`config.mk`:
```
export PLATFORM = sky130hd
export DESIGN_NAME = ir_queue_flat
export DESIGN_NICKNAME = d
export VERILOG_FILES = /design/src/rtl/ir_queue_pkg.sv /design/src/rtl/ir_queue_if.sv /design/src/rtl/ir_queue_decode.sv /design/src/rtl/ir_queue.sv /design/src/flat_wrapper.sv
export SDC_FILE = /design/constraint.sdc
export NUM_CORES = 1
export LEC_CHECK = 0
export CORE_MARGIN = 10
export CORE_UTILIZATION = 50
export DETAILED_ROUTE_END_ITERATION = 10
export GPL_ROUTABILITY_DRIVEN = 0
export GPL_TIMING_DRIVEN = 0
export HOLD_SLACK_MARGIN = 0.12
export PLACE_DENSITY_LB_ADDON = 0.25
export SKIP_LAST_GASP = 1
export SLEW_MARGIN = 20
export SYNTH_ARGS = -nofsm -noshare
export SYNTH_HDL_FRONTEND = slang
export SYNTH_SLANG_ARGS = --single-unit
```
`constraint.sdc`:
```
create_clock -name clk -period 7.3 [get_ports clk]
set_clock_uncertainty 0.15 [all_clocks]
set_input_delay 1.095 -clock clk [delete_from_list [all_inputs] [get_ports clk]]
set_output_delay 1.095 -clock clk [all_outputs]
set_load 0.02 [all_outputs]
```
`src/rtl/ir_queue_pkg.sv`:
```
// ---------------------------------------------------------------------------
// ir_queue_pkg
// Shared types for the instruction queue: the RV32I major-opcode enum and the
// decoded control packet delivered to the decode stage.
// ---------------------------------------------------------------------------
package ir_queue_pkg;

    // RV32I major opcodes (bits [6:0] of the instruction word)
    typedef enum logic [6:0] {
        op_lui   = 7'b0110111,
        op_auipc = 7'b0010111,
        op_jal   = 7'b1101111,
        op_jalr  = 7'b1100111,
        op_br    = 7'b1100011,
        op_load  = 7'b0000011,
        op_store = 7'b0100011,
        op_imm   = 7'b0010011,
        op_reg   = 7'b0110011,
        op_csr   = 7'b1110011
    } rv32i_opcode;

    // Decoded fields of one instruction word
    typedef struct packed {
        rv32i_opcode opcode;
        logic [2:0]  funct3;
        logic [6:0]  funct7;
        logic [4:0]  rs1;
        logic [4:0]  rs2;
        logic [4:0]  rd;
        logic [31:0] i_imm;
        logic [31:0] s_imm;
        logic [31:0] b_imm;
        logic [31:0] u_imm;
        logic [31:0] j_imm;
    } rv32i_ctrl_pkt_t;

endpackage

```
`src/rtl/ir_queue_if.sv`:
```
// ---------------------------------------------------------------------------
// ir_queue_if
// Fetch-side push channel and decode-side pop channel of the instruction
// queue.
//   in_valid/in_ready/in_instr/in_pc   : fetch -> queue
//   out_valid/out_ready                : queue -> decode handshake
//   out_ctrl/out_pc/out_illegal        : decoded head entry
// Handshake: a transfer happens on a posedge where valid and ready are both
// high; valid never depends on ready, and out_valid/in_ready depend only on
// registered occupancy (no combinational path from the other side).
// ---------------------------------------------------------------------------
interface ir_queue_if
    import ir_queue_pkg::*;
#(
    parameter int XLEN = 32
);
    logic            in_valid;
    logic            in_ready;
    logic [31:0]     in_instr;
    logic [XLEN-1:0] in_pc;
    logic            out_valid;
    logic            out_ready;
    rv32i_ctrl_pkt_t out_ctrl;
    logic [XLEN-1:0] out_pc;
    logic            out_illegal;

    // Fetch and decode stages (the environment around the queue)
    modport master (
        output in_valid, in_instr, in_pc, out_ready,
        input  in_ready, out_valid, out_ctrl, out_pc, out_illegal
    );

    // The queue itself
    modport slave (
        input  in_valid, in_instr, in_pc, out_ready,
        output in_ready, out_valid, out_ctrl, out_pc, out_illegal
    );
endinterface

```
`src/rtl/ir_queue_decode.sv`:
```
// ---------------------------------------------------------------------------
// ir_decode
// Purely combinational RV32I field extractor.
//   instr_i   : 32-bit instruction word
//   ctrl_o    : decoded fields and all immediate formats
//   illegal_o : opcode is not one of the rv32i_opcode values
// ---------------------------------------------------------------------------
module ir_decode
    import ir_queue_pkg::*;
(
    input  logic [31:0]     instr_i,
    output rv32i_ctrl_pkt_t ctrl_o,
    output logic            illegal_o
);
    always_comb begin
        ctrl_o        = '0;
        ctrl_o.opcode = rv32i_opcode'(instr_i[6:0]);
        ctrl_o.funct3 = instr_i[14:12];
        ctrl_o.funct7 = instr_i[31:25];
        ctrl_o.rs1    = instr_i[19:15];
        ctrl_o.rs2    = instr_i[24:20];
        ctrl_o.rd     = instr_i[11:7];
        ctrl_o.i_imm  = {{20{instr_i[31]}}, instr_i[31:20]};
        ctrl_o.s_imm  = {{20{instr_i[31]}}, instr_i[31:25], instr_i[11:7]};
        ctrl_o.b_imm  = {{19{instr_i[31]}}, instr_i[31], instr_i[7],
                         instr_i[30:25], instr_i[11:8], 1'b0};
        ctrl_o.u_imm  = {instr_i[31:12], 12'h000};
        ctrl_o.j_imm  = {{11{instr_i[31]}}, instr_i[31], instr_i[19:12],
                         instr_i[20], instr_i[30:21], 1'b0};
    end

    always_comb begin
        illegal_o = 1'b1;
        case (instr_i[6:0])
            op_lui, op_auipc, op_jal, op_jalr, op_br,
            op_load, op_store, op_imm, op_reg, op_csr: illegal_o = 1'b0;
            default:                                   illegal_o = 1'b1;
        endcase
    end
endmodule

```
`src/rtl/ir_queue.sv`:
```
// ---------------------------------------------------------------------------
// ir_queue
// DEPTH-entry instruction queue between fetch and decode, with the head entry
// decoded combinationally.
//   clk, rst_n : clock, synchronous active-low reset
//   flush      : drop every queued entry (redirect); beats push/pop
//   bus        : ir_queue_if.slave push/pop channels and decoded head
//   count      : current occupancy, 0..DEPTH
// ---------------------------------------------------------------------------
module ir_queue
    import ir_queue_pkg::*;
#(
    parameter int DEPTH = 4,
    parameter int XLEN  = 32
)(
    input  logic                     clk,
    input  logic                     rst_n,
    input  logic                     flush,
    ir_queue_if.slave                bus,
    output logic [$clog2(DEPTH):0]   count
);
    localparam int PTR_W = $clog2(DEPTH);
    localparam int CNT_W = PTR_W + 1;

    logic [31:0]     instr_q [DEPTH];
    logic [XLEN-1:0] pc_q    [DEPTH];
    logic [PTR_W-1:0] rd_ptr_q, rd_ptr_d;
    logic [PTR_W-1:0] wr_ptr_q, wr_ptr_d;
    logic [CNT_W-1:0] count_q,  count_d;

    logic            push, pop;
    rv32i_ctrl_pkt_t head_ctrl;
    logic            head_illegal;

    // Ready/valid come only from registered occupancy: a full queue refuses a
    // push even when the head is popped in the same cycle.
    assign bus.in_ready  = (count_q < CNT_W'(DEPTH));
    assign bus.out_valid = (count_q != '0);
    assign push = bus.in_valid  & bus.in_ready;
    assign pop  = bus.out_valid & bus.out_ready;

    always_comb begin
        rd_ptr_d = rd_ptr_q;
        wr_ptr_d = wr_ptr_q;
        count_d  = count_q;
        if (flush) begin
            rd_ptr_d = '0;
            wr_ptr_d = '0;
            count_d  = '0;
        end else begin
            if (push) wr_ptr_d = wr_ptr_q + PTR_W'(1);
            if (pop)  rd_ptr_d = rd_ptr_q + PTR_W'(1);
            count_d = count_q + CNT_W'(push) - CNT_W'(pop);
        end
    end

    always_ff @(posedge clk) begin
        if (!rst_n) begin
            rd_ptr_q <= '0;
            wr_ptr_q <= '0;
            count_q  <= '0;
            for (int i = 0; i < DEPTH; i++) begin
                instr_q[i] <= '0;
                pc_q[i]    <= '0;
            end
        end else begin
            rd_ptr_q <= rd_ptr_d;
            wr_ptr_q <= wr_ptr_d;
            count_q  <= count_d;
            if (push && !flush) begin
                instr_q[wr_ptr_q] <= bus.in_instr;
                pc_q[wr_ptr_q]    <= bus.in_pc;
            end
        end
    end

    ir_decode u_decode (
        .instr_i   (instr_q[rd_ptr_q]),
        .ctrl_o    (head_ctrl),
        .illegal_o (head_illegal)
    );

    // Head outputs are held at zero while the queue is empty.
    assign bus.out_ctrl    = bus.out_valid ? head_ctrl : '0;
    assign bus.out_pc      = bus.out_valid ? pc_q[rd_ptr_q] : '0;
    assign bus.out_illegal = bus.out_valid & head_illegal;
    assign count           = count_q;
endmodule

```
`src/flat_wrapper.sv`:
```
// flat-port wrapper written by rule: the top's interface ports become plain ports
module ir_queue_flat import ir_queue_pkg::*;
#(
    parameter int DEPTH = 4,
    parameter int XLEN  = 32
)
  (clk, rst_n, flush, count, bus_in_valid, bus_in_instr, bus_in_pc, bus_out_ready, bus_in_ready, bus_out_valid, bus_out_ctrl, bus_out_pc, bus_out_illegal);
  ir_queue_if #(.XLEN(XLEN)) bus_i ();
  input  logic clk;
  input  logic rst_n;
  input  logic flush;
  output logic [$clog2(DEPTH):0] count;
  input wire logic [$bits(bus_i.in_valid)-1:0] bus_in_valid;
  input wire logic [$bits(bus_i.in_instr)-1:0] bus_in_instr;
  input wire logic [$bits(bus_i.in_pc)-1:0] bus_in_pc;
  input wire logic [$bits(bus_i.out_ready)-1:0] bus_out_ready;
  output wire logic [$bits(bus_i.in_ready)-1:0] bus_in_ready;
  output wire logic [$bits(bus_i.out_valid)-1:0] bus_out_valid;
  output wire logic [$bits(bus_i.out_ctrl)-1:0] bus_out_ctrl;
  output wire logic [$bits(bus_i.out_pc)-1:0] bus_out_pc;
  output wire logic [$bits(bus_i.out_illegal)-1:0] bus_out_illegal;
  assign bus_i.in_valid = bus_in_valid;
  assign bus_i.in_instr = bus_in_instr;
  assign bus_i.in_pc = bus_in_pc;
  assign bus_i.out_ready = bus_out_ready;
  assign bus_in_ready = bus_i.in_ready;
  assign bus_out_valid = bus_i.out_valid;
  assign bus_out_ctrl = bus_i.out_ctrl;
  assign bus_out_pc = bus_i.out_pc;
  assign bus_out_illegal = bus_i.out_illegal;
  ir_queue #(.DEPTH(DEPTH), .XLEN(XLEN)) u_core (.clk(clk), .rst_n(rst_n), .flush(flush), .bus(bus_i), .count(count));
endmodule
```
==> results of run 1 <==
## critical path: cells and delay by family, from the launching register on
family                 cells  cell delay [ns]
and+or+nand+nor            2             0.83
DFF                        1             0.51
buffers and inverters      5             2.02
## layout by cell type, fill, tap and decap left out, types with 4 or more instances in the layout
cell and count:
clkinv_2 6, buf_16 5, clkdlybuf4s50_1 284, dfxtp_1 9, mux4_2 64, and2_1 320, bufinv_16 4, clkinv_1 7
nor3_1 4, clkbuf_16 27, nor2_1 8, buf_2 8, edfxtp_1 256, buf_4 164, nand2b_4 4, inv_1 6
conb_1 14, clkbuf_1 37
## how the worst max path moves through the flow
stage,start,to,slack (ns),depth (start not counted)
5_1_grt,u_core.count[2],bus_out_ctrl[80],1.89,7
2_1_floorplan,bus_in_valid,u_core.instr_q[3][0],0.61,3
4_1_cts,u_core.count[2],bus_out_ctrl[83],2.06,7
6_report,u_core.count[2],bus_out_ctrl[83],2.12,7
3_5_place_dp,u_core.count[2],bus_out_ctrl[83],2.61,7
3_3_place_gp,bus_in_valid,u_core.instr_q[3][29],-3.53,4
## sequential cells by signal, summed over array words and instances (netlist names), named ones only
register / flops
u_core.count: 3
u_core.instr_q: 128
u_core.pc_q: 128
u_core.rd_ptr_q: 2
u_core.wr_ptr_q: 2
## cell families (layout without fill, tap and decap cells)
| family | count (synthesis) | in the layout |
|---|---|---|
| compound gates | 2 | 2 |
| flops | 265 | 265 |
| xor+xnor | 6 | 6 |
| fa+ha+maj | 3 | 3 |
| other cells | 1 | 16 |
| mux | 64 | 64 |
| simple gates | 349 | 349 |
| buf+inv | 215 | 552 |
## final cells by class
type | instances | area, um^2
fill | 1880 | 8410
multi-input combinational | 438 | 3830
timing repair buffer | 290 | 3000
antenna | 2 | 5.00
inverter | 6 | 22.5
sequential | 265 | 7870
clock buffer | 28 | 679
clock inverter | 19 | 191
buffer | 209 | 1420
tap | 335 | 419
## metal layers
layer  vias up  part of all wire [%]  global-route usage [%]
met5         -                     0                       0
met3        34                   7.4                    4.63
li1       3671                     -                       -
met2       293                    52                    33.0
met1      3731                    40                    22.0
met4         0                   1.4                    3.64
## power by group
group,internal (mW),switching [mW]
registers,1.75,0.0233
logic,0.569,0.549
clock network,0.811,0.561
## metrics by stage
step | instances | cell area [um^2] | TNS (ns) | util [%]
4_1_cts | 1590 | 17400 | 0 | 67.4
2_1_floorplan | 918 | 13100 | 0 | -
5_1_grt | 1590 | 17400 | 0 | 67.4
6_report | 1592 | 17400 | 0 | 67.5
3_3_place_gp | 1537 | 16400 | -225.77 | 63.3
3_5_place_dp | 1543 | 16600 | 0 | 64.1
==> metrics.md, run 1 <==
| Metric | Value |
|---|---|
| Status | complete, no violations |
| Post-Synth Simple-Gate Area | 16.6% |
| RSZ-0062 raised after global routing | false |
| Hold depth | 2 |
| Max cap viols | 0 |
| Max IR drop VDD | 0.151 mV |
| Die Ht | 182 um |
| Final Hold Fails | 0 |
| Critical Path, Cell by Cell | nor3_1 -> inv_1 -> clkbuf_1 -> clkbuf_1 -> and2_4 -> buf_4 -> clkdlybuf4s50_1 |
| Syn Inst Count | 905 |
| Critical path required time | 6.05 ns |
| Worst slew pin tran | 0.943 ns |
| Fin. max-slew vios | 0 |
| Mapped Area | 13000 um^2 |
| Post-route ant nets | 0 |
| Pleak | 6.67 nW |
| Postcts setup bufs | 0 |
| Clock slew at reported path FFs | 0.06 ns |
| Cell Pwr Density | 244 nW/um^2 |
| R2R depth | 6 |
| Post-synthesis xor/xnor area fraction | 0.403% |
| Worst reg2reg setup slack | 4.51 ns |
| Crit. End Element | primary output |
| Period utilisation layout | 70.9% |
| Fraction of layout cells with a size suffix above 1 | 23.1% |
| Drt total wl | 31700 um |
| Post-CTS Hold Buffers | 0 |
| Congestion Overflow GR | 0 |
| Critical R2R Launch | u_core.count[2] |
| Worst Slack Setup Final | 2.12 ns |
| Crit-path max FO | 76 |
| Largest net degree at the start of global routing | 77 |
| Max stage delay cell, worst path | and2_4 |
| Arr. time, crit path | 3.93 ns |
| Minimum clock period | 5.18 ns |
| Sink Count | 265 |
| Most frequent cell after synthesis | and2_1 |
| Post-DP HPWL | 22400 um |
| Sequential area share after synthesis | 60.3% |
| DR WL/cell | 19.9 um |
| Crit Path Class | flop to primary output |
| Root buf cell | clkbuf_16 |
| Yosys warnings | 0 |
| Synthesis-stage register bit count | 265 |
| IO Port Bufs | 284 |
| Row cnt | 59 |
| CTS resizes | 0 |
| Initial antenna violation count | 1 |
| Final setup vio count | 0 |
| CTS buffer count | 27 |
| Overall power | 4.26 mW |
| Pre-CTS WS | 2.61 ns |
| Area Growth Syn to Fin | 33.6% |
| Worst-Skew Late Latency | 0.51 ns |
| Post-synth top cells | 321 x and2_1, 256 x edfxtp_1, 164 x buf_4 |
| DRC Markers | 0 |
| Die area | 33000 um^2 |
| Post-synthesis mux area share | 11.0% |
| Critical path launch point type | flop |
| Worst Hold Margin | 0.386 ns |
| Min-delay src | u_core.rd_ptr_q[1] |
| GRT Overall Usage | 18.4% |
| Synth top area share | 58.9% |
| Crit-path max cell delay | 0.70 ns |
| Die width | 182 um |
| Largest cells by area after synthesis | edfxtp_1 59%, and2_1 15%, mux4_2 11% |
| Post-synth top area cell | edfxtp_1 |
| Main combinational cell family by area after synthesis | simple AND/OR/NAND/NOR gates |
| Initial core utilization | 50.5% |
| Pre-antenna DRT Iters | 4 |
| Drt via density | 4.85 |
| H-tree Lvls | 1 |
| Main flop type after synthesis | edfxtp_1 |
| Layout net count | 1309 |
| Vias in the first global route | 8167 |
| Routed via count | 7729 |
| Distinct cells, synth | 27 |
| CTS tree | done |
| Post-synthesis compound-gate area fraction | 0.249% |
| Crit path top cell by count | clkbuf_1 |
| HP Class | flop to flop |
| Fmax | 0.193 GHz |
| Core area | 25800 um^2 |
| Slew headroom | 36.8% |
| Iter 0 DRT Violations | 417 |
| Crit Reg-Reg Endpoint | u_core.instr_q[1][25] |
| Post-Syn Area per Cell | 14.4 um^2 |
| Clock Path Buffers | 3 |
| Global-route wire length before repair | 48000 um |
| # IOs | 299 |
| Adder-Cell Fraction of Synth Area | 0.345% |
| Async set-reset flop share out of synthesis | 0% |
| Post-synth EDFFs | 256 |
Power figures use the tool's default switching activity.
==> run 2, diff against run 1 <==
Settings changed: CORE_UTILIZATION 50 to 46.
Clock period 7.3 ns to 4.5 ns, I/O delays scaled along.
==> metrics.md, run 2 (synthesis results as in run 1) <==
| Metric | Value |
|---|---|
| Drt total wl | 31800 um |
| IO Port Bufs | 284 |
| Post-route ant nets | 0 |
| Max cap viols | 0 |
| Critical Path, Cell by Cell | nor3_1 -> inv_1 -> clkbuf_1 -> and2_4 -> buf_4 -> clkdlybuf4s50_1 |
| Vias in the first global route | 8319 |
| CP top delay family | buffers and inverters |
| GRT Overall Usage | 17.4% |
| Most common cell after layout, fill and taps aside | and2_1 |
| Slew headroom | 37.3% |
| Initial antenna violation count | 3 |
| Met3 Use GR | 4.41% |
| Crit. End Element | primary output |
| Clock Path Buffers | 3 |
| Routed via count | 7722 |
| Worst setup startpoint | u_core.count[2] |
| Met1 usage | 21.4% |
| Gr busiest metal | met2 |
| Finished Cell Area | 17600 um^2 |
| Post-DP HPWL | 21900 um |
| Most frequent cells in the layout | 320 x and2_1, 284 x clkdlybuf4s50_1, 256 x edfxtp_1 |
| Crit-path max FO | 38 |
| CP bufs+invs | 4 |
| # IOs | 299 |
| Post-placement cell area | 16600 um^2 |
| Clock slew at reported path FFs | 0.06 ns |
| Met2 GRT Util | 30.7% |
| Iter 0 DRT Violations | 374 |
| Pre-CTS WS | 0.310 ns |
| DRC Markers | 0 |
| Overall power | 7.02 mW |
| Cell Pwr Density | 400 nW/um^2 |
| Global-route wire length before repair | 48700 um |
| Worst reg2reg setup slack | 1.39 ns |
| Worst slew pin tran | 0.936 ns |
| Die Ht | 188 um |
| Fraction of layout cells with a size suffix above 1 | 23.4% |
| Core area | 27900 um^2 |
| Status | complete, no violations |
| HP Class | flop to flop |
| Fmax | 0.238 GHz |
| Fin. max-slew vios | 0 |
| Worst-Skew Late Latency | 0.54 ns |
| Critical path required time | 3.67 ns |
| Root buf cell | clkbuf_16 |
| Critical R2R Launch | u_core.count[2] |
| Largest net degree at the start of global routing | 45 |
| Post-CTS Hold Buffers | 0 |
| CTS tree | done |
| Pre-antenna DRT Iters | 4 |
| H-tree Lvls | 1 |
| Worst Hold Margin | 0.370 ns |
| Die width | 188 um |
| RSZ-0062 raised after global routing | false |
| Minimum clock period | 4.21 ns |
| Initial core utilization | 46.8% |
| Critical path launch point type | flop |
| Die area | 35500 um^2 |
| Final Hold Fails | 0 |
| Final setup vio count | 0 |
| Max stage delay cell, worst path | clkdlybuf4s50_1 |
| CTS buffer count | 28 |
| Sink Count | 265 |
| Area Growth Syn to Fin | 34.6% |
| Worst Slack Setup Final | 0.291 ns |
| Pleak | 6.72 nW |
| DR WL/cell | 19.4 um |
| Period utilisation layout | 93.5% |
| Max IR drop VDD | 0.265 mV |
| Min-delay src | u_core.rd_ptr_q[1] |
| Layout net count | 1309 |
| Final Util | 63.1% |
| Crit-path max cell delay | 0.64 ns |
| Arr. time, crit path | 3.38 ns |
| Row cnt | 61 |
| Congestion Overflow GR | 0 |
| Drt via density | 4.71 |
| Crit Path Class | flop to primary output |
run 2: cell types whose count changed in the layout (fill, tap and decap cells not counted):
cell	before	now
clkbuf_8	0	3
and2_4	1	2
inv_6	0	1
clkinvlp_4	2	1
buf_12	1	0
buf_16	5	6
clkinv_2	6	4
clkinv_1	7	4
bufinv_16	4	3
clkinv_8	0	1
clkbuf_1	37	40
clkbuf_16	27	29
run 2: repair_timing:
action	4_1_cts	5_1_grt
gates resized for setup	1	0
endpoints found under the setup margin	76	0
buffers inserted	0	0
endpoints found under the hold margin	0	0
run 2: through the flow:
stage	cells	TNS, ns
finish	1639	0
global route	1637	0
CTS	1637	0
detailed placement	1586	0
global placement	1580	-351.58
floorplan	918	0
run 2: final timing paths:
path	end	cells after the start
setup / recovery	bus_out_ctrl[92]	6
setup reg to reg	u_core.count[2]	11
hold reg to reg	u_core.rd_ptr_q[1]	2
hold / removal	u_core.rd_ptr_q[1]	2
run 2: layer usage:
layer	routed length [um]	share of wire (%)
met1	13200	42
met2	16000	51
met3	2080	6.5
met4	417	1.3
met5	7	0.022
run 2: area by class of cell:
cell class,instances,area (um^2)
Antenna cell,2,5.00
Buffer,207,1410
Clock buffer,38,790
Clock inverter,14,158
Fill cell,2123,10300
Inverter,6,22.5
Multi-Input combinational cell,439,3830
Sequential cell,265,7870
Tap cell,378,473
Timing Repair Buffer,290,3010
run 2: worst register-to-register path, stage by stage, from the launching register on:
cell,delay (ns)
dfxtp_1,0.39
nor3_1,0.45
inv_1,0.41
and2_1,0.32
ha_1,0.27
inv_1,0.05
ha_1,0.13
inv_1,0.05
fa_1,0.40
xor2_1,0.18
xnor2_1,0.14
nor2_1,0.05
run 2: power by group:
part	leakage (nW)	switching (mW)	internal, mW
Sequential	2.72	0.0358	2.83
Combinational	3.53	0.894	0.922
Clock	0.462	0.939	1.40
Total	6.72	1.87	5.16
